`config.mk`:
```
export PLATFORM = sky130hd
export DESIGN_NAME = fetch_unit
export DESIGN_NICKNAME = d
export VERILOG_FILES = /design/src/rtl/fetch_pkg.sv /design/src/rtl/fetch_fifo.sv /design/src/rtl/fetch_unit.sv
export SDC_FILE = /design/constraint.sdc
export NUM_CORES = 1
export LEC_CHECK = 0
export CORE_MARGIN = 2
export CORE_UTILIZATION = 40
export DETAILED_ROUTE_END_ITERATION = 12
export DONT_BUFFER_PORTS = 1
export SYNTH_ARGS = -nofsm -noshare
export SYNTH_HDL_FRONTEND = slang
export SYNTH_SLANG_ARGS = --single-unit
```
`constraint.sdc`:
```
create_clock -name clk -period 7.68 [get_ports clk]
set_input_delay 1.152 -clock clk [delete_from_list [all_inputs] [get_ports clk]]
set_output_delay 1.152 -clock clk [all_outputs]
set_load 0.05 [all_outputs]
```
`src/rtl/fetch_pkg.sv`:
```
// fetch_pkg: state codes, reset instruction word and prefetch-queue entry type
// shared by fetch_unit (FETCH_PERF_EN enables its performance counters).
package fetch_pkg;

  typedef logic [1:0] fetch_state_t;

  localparam fetch_state_t S_BOOT  = 2'd0;
  localparam fetch_state_t S_RUN   = 2'd1;
  localparam fetch_state_t S_REDIR = 2'd2;

  localparam logic [31:0] NOP_WORD = 32'h0;

  // The pc field is kept at full word width so any ADDR_W up to 32 fits.
  localparam int PC_W = 32;

  typedef struct packed {
    logic [31:0]     data;
    logic [PC_W-1:0] pc;
  } fetch_entry_t;

endpackage

```
`src/rtl/fetch_fifo.sv`:
```
// fetch_fifo: DEPTH-entry synchronous prefetch queue with push, pop and clear.
// Clear wins over push and pop; DEPTH must be a power of two.
module fetch_fifo
  import fetch_pkg::*;
#(
  parameter  int DEPTH = 2,
  localparam int PTR_W = $clog2(DEPTH),
  localparam int CNT_W = PTR_W + 1
) (
  input  logic             clk,
  input  logic             rst,
  input  logic             clear,
  input  logic             push,
  input  fetch_entry_t     push_entry,
  input  logic             pop,
  output fetch_entry_t     head_entry,
  output logic [CNT_W-1:0] count
);

  fetch_entry_t     mem [DEPTH];
  logic [PTR_W-1:0] wr_ptr;
  logic [PTR_W-1:0] rd_ptr;
  logic             do_push;
  logic             do_pop;

  assign do_push = push && !clear;
  assign do_pop  = pop && !clear && (count != '0);

  // Storage is reset so the head reads as a NOP word straight out of reset.
  always_ff @(posedge clk) begin
    if (rst) begin
      for (int i = 0; i < DEPTH; i++) begin
        mem[i] <= '{data: NOP_WORD, pc: '0};
      end
    end else if (do_push) begin
      mem[wr_ptr] <= push_entry;
    end
  end

  always_ff @(posedge clk) begin
    if (rst || clear) begin
      wr_ptr <= '0;
      rd_ptr <= '0;
      count  <= '0;
    end else begin
      if (do_push) begin
        wr_ptr <= wr_ptr + PTR_W'(1);
      end
      if (do_pop) begin
        rd_ptr <= rd_ptr + PTR_W'(1);
      end
      if (do_push && !do_pop) begin
        count <= count + CNT_W'(1);
      end else if (do_pop && !do_push) begin
        count <= count - CNT_W'(1);
      end
    end
  end

  assign head_entry = mem[rd_ptr];

endmodule

```
`src/rtl/fetch_unit.sv`:
```
// fetch_unit: fetch PC, instruction-flash requests and prefetch queue feeding the IR.
// Define FETCH_PERF_EN to add the fetch_count / flush_count performance counters.
module fetch_unit
  import fetch_pkg::*;
#(
  parameter int                ADDR_W   = 10,
  parameter int                DEPTH    = 2,
  parameter logic [ADDR_W-1:0] RESET_PC = '0
) (
  input  logic              clk,
  input  logic              rst,
  output logic [ADDR_W-1:0] flash_addr,
  output logic              flash_rd_en,
  input  logic [31:0]       dout_flash,
  input  logic              redirect,
  input  logic [ADDR_W-1:0] redirect_pc,
  input  logic              ir_ready,
  output logic              ir_valid,
  output logic [31:0]       ir_data,
  output logic [ADDR_W-1:0] ir_pc
`ifdef FETCH_PERF_EN
  ,
  output logic [31:0]       fetch_count,
  output logic [31:0]       flush_count
`endif
);

  localparam int CNT_W = $clog2(DEPTH) + 1;
  localparam int OCC_W = CNT_W + 1;

  fetch_state_t      state;
  logic [ADDR_W-1:0] fetch_pc;
  logic              inflight;
  logic [ADDR_W-1:0] inflight_pc;
  logic              kill;

  logic [CNT_W-1:0]  q_count;
  logic [OCC_W-1:0]  occupancy;
  logic              credit_ok;
  logic              issue;
  logic              pop;
  logic              push;
  fetch_entry_t      push_entry;
  fetch_entry_t      head_entry;
  logic              unused_pc_bits;

  // Words queued plus the one in flight, minus the one leaving this cycle.
  assign pop       = ir_valid && ir_ready;
  assign occupancy = OCC_W'(q_count) + OCC_W'(inflight) - OCC_W'(pop);
  assign credit_ok = occupancy < OCC_W'(DEPTH);
  assign issue     = !rst && !redirect && (state == S_RUN) && credit_ok;

  assign flash_rd_en = issue;
  assign flash_addr  = fetch_pc;

  // Boot and redirect are single-cycle bubbles; everything else settles in S_RUN.
  always_ff @(posedge clk) begin
    if (rst) begin
      state <= S_BOOT;
    end else if (redirect) begin
      state <= S_REDIR;
    end else begin
      state <= S_RUN;
    end
  end

  always_ff @(posedge clk) begin
    if (rst) begin
      fetch_pc    <= RESET_PC;
      inflight    <= 1'b0;
      inflight_pc <= '0;
      kill        <= 1'b0;
    end else begin
      inflight <= issue;
      kill     <= redirect;
      if (issue) begin
        inflight_pc <= fetch_pc;
      end
      if (redirect) begin
        fetch_pc <= redirect_pc;
      end else if (issue) begin
        fetch_pc <= fetch_pc + ADDR_W'(1);
      end
    end
  end

  assign push       = inflight && !kill;
  assign push_entry = '{data: dout_flash, pc: PC_W'(inflight_pc)};

  fetch_fifo #(
    .DEPTH(DEPTH)
  ) u_fifo (
    .clk       (clk),
    .rst       (rst),
    .clear     (redirect),
    .push      (push),
    .push_entry(push_entry),
    .pop       (pop),
    .head_entry(head_entry),
    .count     (q_count)
  );

  assign ir_valid       = (q_count != '0);
  assign ir_data        = head_entry.data;
  assign ir_pc          = head_entry.pc[ADDR_W-1:0];
  assign unused_pc_bits = ^head_entry.pc;

`ifdef FETCH_PERF_EN
  // A response squashed by a same-cycle redirect never reaches the queue, so it is not counted.
  always_ff @(posedge clk) begin
    if (rst) begin
      fetch_count <= '0;
      flush_count <= '0;
    end else begin
      if (push && !redirect) begin
        fetch_count <= fetch_count + 32'd1;
      end
      if (redirect) begin
        flush_count <= flush_count + 32'd1;
      end
    end
  end
`endif

endmodule

```
======== Word-level counts from Yosys, hierarchy flattened ========
Memory sizes are Yosys's and may differ from the RTL's. A register that Yosys moved wholly into a read port is not among the register bits.
Index checks and enable logic that the tools add are counted.
storage, ports and cells
  flip-flop bits (word level) ............. 28
  bits in writable memories ............... 84
  output and inout port bits .............. 54
  word-level logic and storage cells ...... 53
  memories ................................ 1
memory list
  name        depth  width  rd ports  clocked after Yosys merged registers in  write ports  line              text
  u_fifo.mem  2      42     1         1                                        2            fetch_fifo.sv:20  fetch_entry_t mem [DEPTH];
cells by class
  add/sub/neg operators ................... 7
  $lt $le $gt $ge ......................... 1
  equality and inequality tests ........... 1
  multiplexer cells ....................... 15
  reduce and logical (&&, ||, !) cells .... 20
operator list
  operator                 number
  $mux W42                 1
  $reduce_or A42 Y1        1
  $mux W10                 2
  $add A10 B1 Y10 const B  1
  $logic_and A1 B1 Y1      10
  $mux W1                  9
  $mux W2                  3
  $reduce_bool A2 Y1       3
  $logic_not A1 Y1         5
  $add A2 B1 Y3            1
  $lt A3 B2 Y1 const B     1
  $sub A3 B1 Y3            1
  $add A1 B1 Y1 const B    2
  $add A2 B1 Y2 const B    1
  $eq A2 B1 Y1 const B     1
  $sub A2 B1 Y2 const B    1
  $logic_or A1 B1 Y1       1

======== Longest topological paths before layout ========
Gate-level depths: netlist of run 1.
  depth after elaboration ................. 8
  gate-level depth with buffers ........... 11

======== Modules after synthesis ========
From an unflattened synthesis of run 1, not the netlist that was laid out.
second synthesis, totals
  cells, all modules ...................... 511
  area, all modules ....................... 6939.2 sq um
by module, submodules not included
  module      instances  cells an instance  area an instance (sq um)
  fetch_fifo  1          382                5869.4
  fetch_unit  1          129                1069.8

======== Worst setup path after synthesis of run 1 ========
Ideal clock, no wire load.
  path kind ............................... input to register
  start ................................... input redirect
  end ..................................... memory u_fifo.mem[0][0] in the netlist's numbering (enable)
  library setup time ...................... 500 ps
  arrival time ............................ 4551 ps
  setup slack ............................. 2629 ps
  stages .................................. 2
  cell sequence ........................... or3b_1 > o21ai_0
RTL lines
  what                line              text
  start: declaration  fetch_unit.sv:15  input logic redirect,
  end: declaration    fetch_fifo.sv:20

======== Worst setup path in the final report of run 1 ========
  start ................................... register u_fifo.count[1]
  end ..................................... output flash_rd_en
on the way
  cells in the longest elaborated chain, start to end .. 5
  elaborated cells between the ends (all ways) .. 6
RTL lines
  what                      line               text
  start: declaration        fetch_fifo.sv:17   output logic [CNT_W-1:0] count
  start signal: assignment  fetch_fifo.sv:53   count <= count + CNT_W'(1);
  start signal: assignment  fetch_fifo.sv:55   count <= count - CNT_W'(1);
  $reduce_bool A2 Y1        fetch_unit.sv:103  assign ir_valid = (q_count != '0);
  named net ir_valid        fetch_unit.sv:18   output logic ir_valid,
  $logic_and A1 B1 Y1       fetch_unit.sv:48   assign pop = ir_valid && ir_ready;
  $sub A3 B1 Y3             fetch_unit.sv:49   assign occupancy = OCC_W'(q_count) + OCC_W'(inflight) - OCC_W'(pop);
  $lt A3 B2 Y1              fetch_unit.sv:50   assign credit_ok = occupancy < OCC_W'(DEPTH);
  $logic_and A1 B1 Y1       fetch_unit.sv:51   assign issue = !rst && !redirect && (state == S_RUN) && credit_ok;
  end: declaration          fetch_unit.sv:13   output logic flash_rd_en,
The timed path passes the listed nets, and every way through them passes these cells.

==> reports/qor.yml, run 1 <==
status: "completed"
setup_viol: 0
gp_congestion: 0.779
fin_nets: 410
total_power_uw: 1240
yosysTopAreaCellShare_pct: 51.5
ctsRootBufferMaster: "clkbuf_16"
htree_num_levels: 3
cts_tree: "built"
endpoint_kind: "primary output"
io_pins: 100
grt_pass1_vias: 2722
grt_max_degree: 44
initial_core_util_pct: 40.9
syn_to_final_growth_pct: 9.23
yosysSeqAreaShare_pct: 63.0
path_class: "flop to primary output"
ys_seq_elements: 112
port_buffers: 0
power.leakage_uw: 0.00190
dp_hpwl_mm: 5.42
syn_avg_cell_area_um2: 13.4
totalWireLength_mm: 9.00
post_drt_wl_per_cell_um: 17.6
fin_util_pct: 44.7
drive_gt1_share_pct: 19.7
path_buf_inv: 2
arrival_ns: 3.08
antenna_found_initial: 0
rows: 40
grt_pass1_wl_mm: 14.2
rsz0062_at_grt: "false"
power.density_nw_per_um2: 231
avgViaCountPerCell: 5.26
relSlewSlack_pct: 26.5
ant_nets: 0
drt_first_pass_iters: 4
die_h_um: 115
period_minus_slack_ns: 4.23
diodes: 0
fill_cells: 1074
synth_cell_types: 40
tightest_slew_ns: 1.10
gr-total-overflow: 0
holdCritPathClass: "flop to flop"
crit_fanout: 13
path_clk_slew_ns: 0.07
fmax_ghz: 0.236
numCtsBuffers: 9
drv_slew: 0
cts_resized: 0
clk_latency_ns: 0.35
synth_area_leader_cell: "edfxtp_1"
fin_crit_sh_pct: 55.1
hold_buffers: 0
setup_tns_ns: 0
skew_ns: 0.00490
fp.dieW_um: 115
drc_errors: 0
post_cts_buffers: 0
max_cap_violations: 0
core_area_um2: 12000
crit_chain: "or2_2 > nand2_1 > inv_1 > ha_1 > nand2b_1 > fa_1 > xor2_2 > nor4_4 > buf_4"
critPathMaxStageDelay_ns: 0.46
die_area_um2: 13100
cp_data_required_time_ns: 6.53
grt_use_total_pct: 14.3
cp-start-kind: "flop"
vias: 2692
syn_nets: 416
drtIter0Drc: 159
synth_area_leaders: "edfxtp_1 52%, dfxtp_1 11%, and2_1 11%, mux2_2 9.7%, mux2i_1 2.0%"
finalHoldViolations: 0
cts_buffer_depth: 2
yosys_warnings: 0
cp_top_family: "simple AND/OR/NAND/NOR gates"
peakVddDrop_v: 0.000143
synth_area_um2: 4890
cpMaxStageDelayCell: "or2_2"
cts.sinks: 112
syn_inst: 366
-- metal layers --
| metal | part of all wire (%) | track usage (%) |
|---|---|---|
| met1 | 41 | 17.6 |
| met2 | 49 | 23.1 |
| met3 | 8.1 | 5.77 |
| met4 | 1.2 | 4.15 |
| met5 | 0 | 0 |
-- worst reg2reg max path, cell delays in order (launching register included) --
cell,delay (ns)
dfxtp_1,0.38
or2_2,0.46
nand2_1,0.16
inv_1,0.07
ha_1,0.26
nand2b_1,0.15
fa_1,0.41
xor2_2,0.23
nor4_4,0.24
buf_4,0.36
or3b_2,0.49
a31oi_1,0.16
-- placed cells by master (no fill, tap or decap), types with 3 or more instances in the layout --
master and count:
a211oi_1 5, and2_1 84, buf_4 4, clkbuf_16 9
clkinvlp_4 3, dfxtp_1 27, edfxtp_1 84, ha_1 3
inv_1 5, mux2_2 42, mux2i_1 10, nand2_1 9
nand3_1 3, nor2_1 21, nor3_1 8, or2_2 3
xnor2_1 8, xor2_1 3
-- cells in the mapped netlist, drive strengths merged --
master,n
nand4,2
nor3b,1
mux2i,10
nor4b,1
nand2,9
a31oi,2
edfxtp,84
o31ai,1
nor3,9
clkbuf,18
nor2b,1
nor4,3
a211oi,5
mux2,42
or4,1
ha,3
nand3b,1
buf,3
fa,1
inv,5
or3b,2
and4,1
o21ai,2
xor2,4
or2,4
nand2b,1
a21oi,1
dfxtp,28
nor2,21
and3,1
xnor2,8
and2,84
o311ai,2
a311oi,2
nand3,3
-- final timing paths --
path	start	end	slack, ns	depth (start not counted)
setup / recovery	u_fifo.count[1]	flash_rd_en	3.45	9
hold / removal	inflight_pc[3]	inflight_pc[3]	0.51	2
setup reg to reg	u_fifo.count[1]	flash_addr[8]	4.25	11
hold reg to reg	inflight_pc[3]	inflight_pc[3]	0.51	2
-- per-stage QoR --
step | worst slack (ns) | cell area, µm² | hold WS (ns) | instances
after floorplan | 2.63 | 4890 | 0.466 | 366
after detailed placement | 3.55 | 5040 | 0.499 | 496
final | 3.45 | 5350 | 0.509 | 512
after global routing | 3.25 | 5350 | 0.543 | 512
after global placement | 3.62 | 5040 | 0.485 | 496
after CTS | 3.41 | 5350 | 0.518 | 512
-- kinds of logic (layout without fill, tap and decap cells) --
logic type,after synthesis,in the layout,share of synthesized area [%]
multiplexers,52,52,11.7
buffers and inverters,26,25,2.02
flip-flops,112,112,63.0
XOR/XNOR,12,12,2.30
AND/OR/NAND/NOR,145,145,17.6
AO/OA/AOI/OAI,15,15,2.20
adder cells (fa/ha/maj),4,4,1.18
-- report_power, final --
group	leakage (µW)	internal, µW	total, µW	switching [µW]
Combinational	0.000667	17.6	77.4	59.8
Clock	0.000138	261	463	202
Sequential	0.00109	670	695	24.4
-- state kept, by name, summed over array words and instances (netlist names), named ones only --
signal,cells
flash_addr,10
inflight,1
inflight_pc,10
state,2
u_fifo.count,2
u_fifo.mem,84
u_fifo.rd_ptr,1
u_fifo.wr_ptr,1
-- cell type report --
cell class	count	area (µm²)	share of cell area [%]
clock inverters	5	57.6	1.08
inverters	5	18.8	0.351
well taps	147	184	3.44
flip-flops and latches	112	3080	57.7
multi-input cells	228	1730	32.3
repair buffers	4	30.0	0.562
clock buffers	11	243	4.54
Note: power is estimated with default switching activity, not from simulation.
==> run 2: changes to the inputs <==
clock period = 3.7 ns   (was 7.68 ns; I/O delays follow)
==> reports/qor.yml, run 2 (synthesized netlist as in run 1, its figures left out) <==
finalHoldViolations: 0
setup_viol: 0
regToRegStartpoint: "u_fifo.count[1]"
path_class: "flop to primary output"
power_frac_clock_pct: 35.6
path_clk_slew_ns: 0.07
cp_data_required_time_ns: 3.14
regMostFlops: "u_fifo.mem"
holdCritPathClass: "input pin to flop"
tightest_slew_ns: 1.06
post_cts_buffers: 0
reg2reg_setup_slack_ns: 0.42
gr-total-overflow: 0
numCtsBuffers: 9
setup_tns_ns: 0
port_buffers: 0
totalWireLength_mm: 9.12
drtIter0Drc: 127
crit_fanout: 9
drt_first_pass_iters: 4
vias: 2673
cts_buffer_depth: 2
total_power_uw: 2490
relSlewSlack_pct: 29.2
largest_reg_flops: 84
ant_nets: 0
power.density_nw_per_um2: 467
dp_hpwl_mm: 5.65
fmax_ghz: 0.288
cts.sinks: 112
avgViaCountPerCell: 5.19
cts_resized: 0
max_cap_violations: 0
drc_errors: 0
clk_latency_ns: 0.34
htree_num_levels: 3
initial_core_util_pct: 40.9
skew_ns: 0.00270
io_pins: 100
drive_gt1_share_pct: 19.8
grt_pass1_wl_mm: 14.1
hold_buffers: 0
arrival_ns: 2.91
rows: 40
grt_max_degree: 43
syn_to_final_growth_pct: 9.00
cp-start-kind: "flop"
die_area_um2: 13100
post_drt_wl_per_cell_um: 17.7
endpoint_kind: "primary output"
power_frac_comb_pct: 6.5
fin_area_um2: 5330
seqPwrFrac_pct: 57.9
fin_nets: 413
diodes: 0
cts_tree: "built"
ctsRootBufferMaster: "clkbuf_16"
core_area_um2: 12000
power.leakage_uw: 0.00191
fp.dieW_um: 115
grt_pass1_vias: 2680
crit_start: "u_fifo.count[1]"
grt_use_total_pct: 14.1
gp_congestion: 0.823
final_cell_mix: "84 x and2_1, 84 x edfxtp_1, 42 x mux2_2"
fin_util_pct: 44.6
rsz0062_at_grt: "false"
die_h_um: 115
peakVddDrop_v: 0.000171
p_int_uw: 1900
antenna_found_initial: 0
switchingPower_uw: 589
status: "completed"
fin_crit_sh_pct: 93.8
drv_slew: 0
worstHoldStart: "redirect"
switching_share_pct: 23.7
placed_cell_area_um2: 5070
period_minus_slack_ns: 3.47
-- run 2: cell count changes in the layout (fill, tap and decap cells not counted), sizes merged --
cell	delta
bufinv	-1
clkinv	+2
clkbuf	+1
clkinvlp	-3
inv	+1
buf	+3
-- run 2: cell type report --
type	count	area [µm²]
Fill cell	1112	6630
Sequential cell	112	3080
Multi-Input combinational cell	228	1730
Clock buffer	12	246
Tap cell	147	184
Timing Repair Buffer	7	52.6
Clock inverter	4	20.0
Inverter	5	18.8
-- run 2: worst paths after layout --
kind,endpoint,cells after the start
min,state[0],1
max,flash_rd_en,9
min reg2reg,inflight_pc[2],2
max reg2reg,flash_addr[8],11
-- run 2: worst max-delay path, cell delays in order, from the launching register on --
cell and delay (ns):
dfxtp_1 0.38, or2_2 0.46, nand2_1 0.16, inv_1 0.07
ha_1 0.26, nand2b_1 0.15, fa_1 0.40, xor2_2 0.22
nor4_4 0.23, buf_4 0.25
-- run 2: per-layer routing --
metal	vias up	track usage (%)	wire length (µm)	share of wire, %
met5	-	0	0	0
met4	0	5.37	137	1.5
met3	10	4.55	702	7.7
met2	90	23.2	4380	48
met1	1290	17.4	3900	43
li1	1283	-	-	-
-- run 2: power groups by stage --
stage / clock (µW) / sequential [µW] / combinational (µW)
6_report: 886 / 1440 / 162
5_1_grt: 957 / 1450 / 172
4_1_cts: 909 / 1440 / 165
3_5_place_dp: 0 / 1470 / 164
3_3_place_gp: 0 / 1470 / 164
2_1_floorplan: 0 / 1460 / 147
-- run 2: through the flow --
stage	std cells	hold WS, ns	worst slack, ns
after floorplan	366	0.466	0.377
after global placement	499	0.481	0.489
after detailed placement	499	0.498	0.444
after CTS	515	0.259	0.195
final	515	0.275	0.230
after global routing	515	0.261	0.0501
==> run 3: changes to the inputs <==
CTS_CLUSTER_DIAMETER = 100   (was unset)
==> results of run 3 <==
The final DEF is identical to that of run 2; final timing and power are the same.
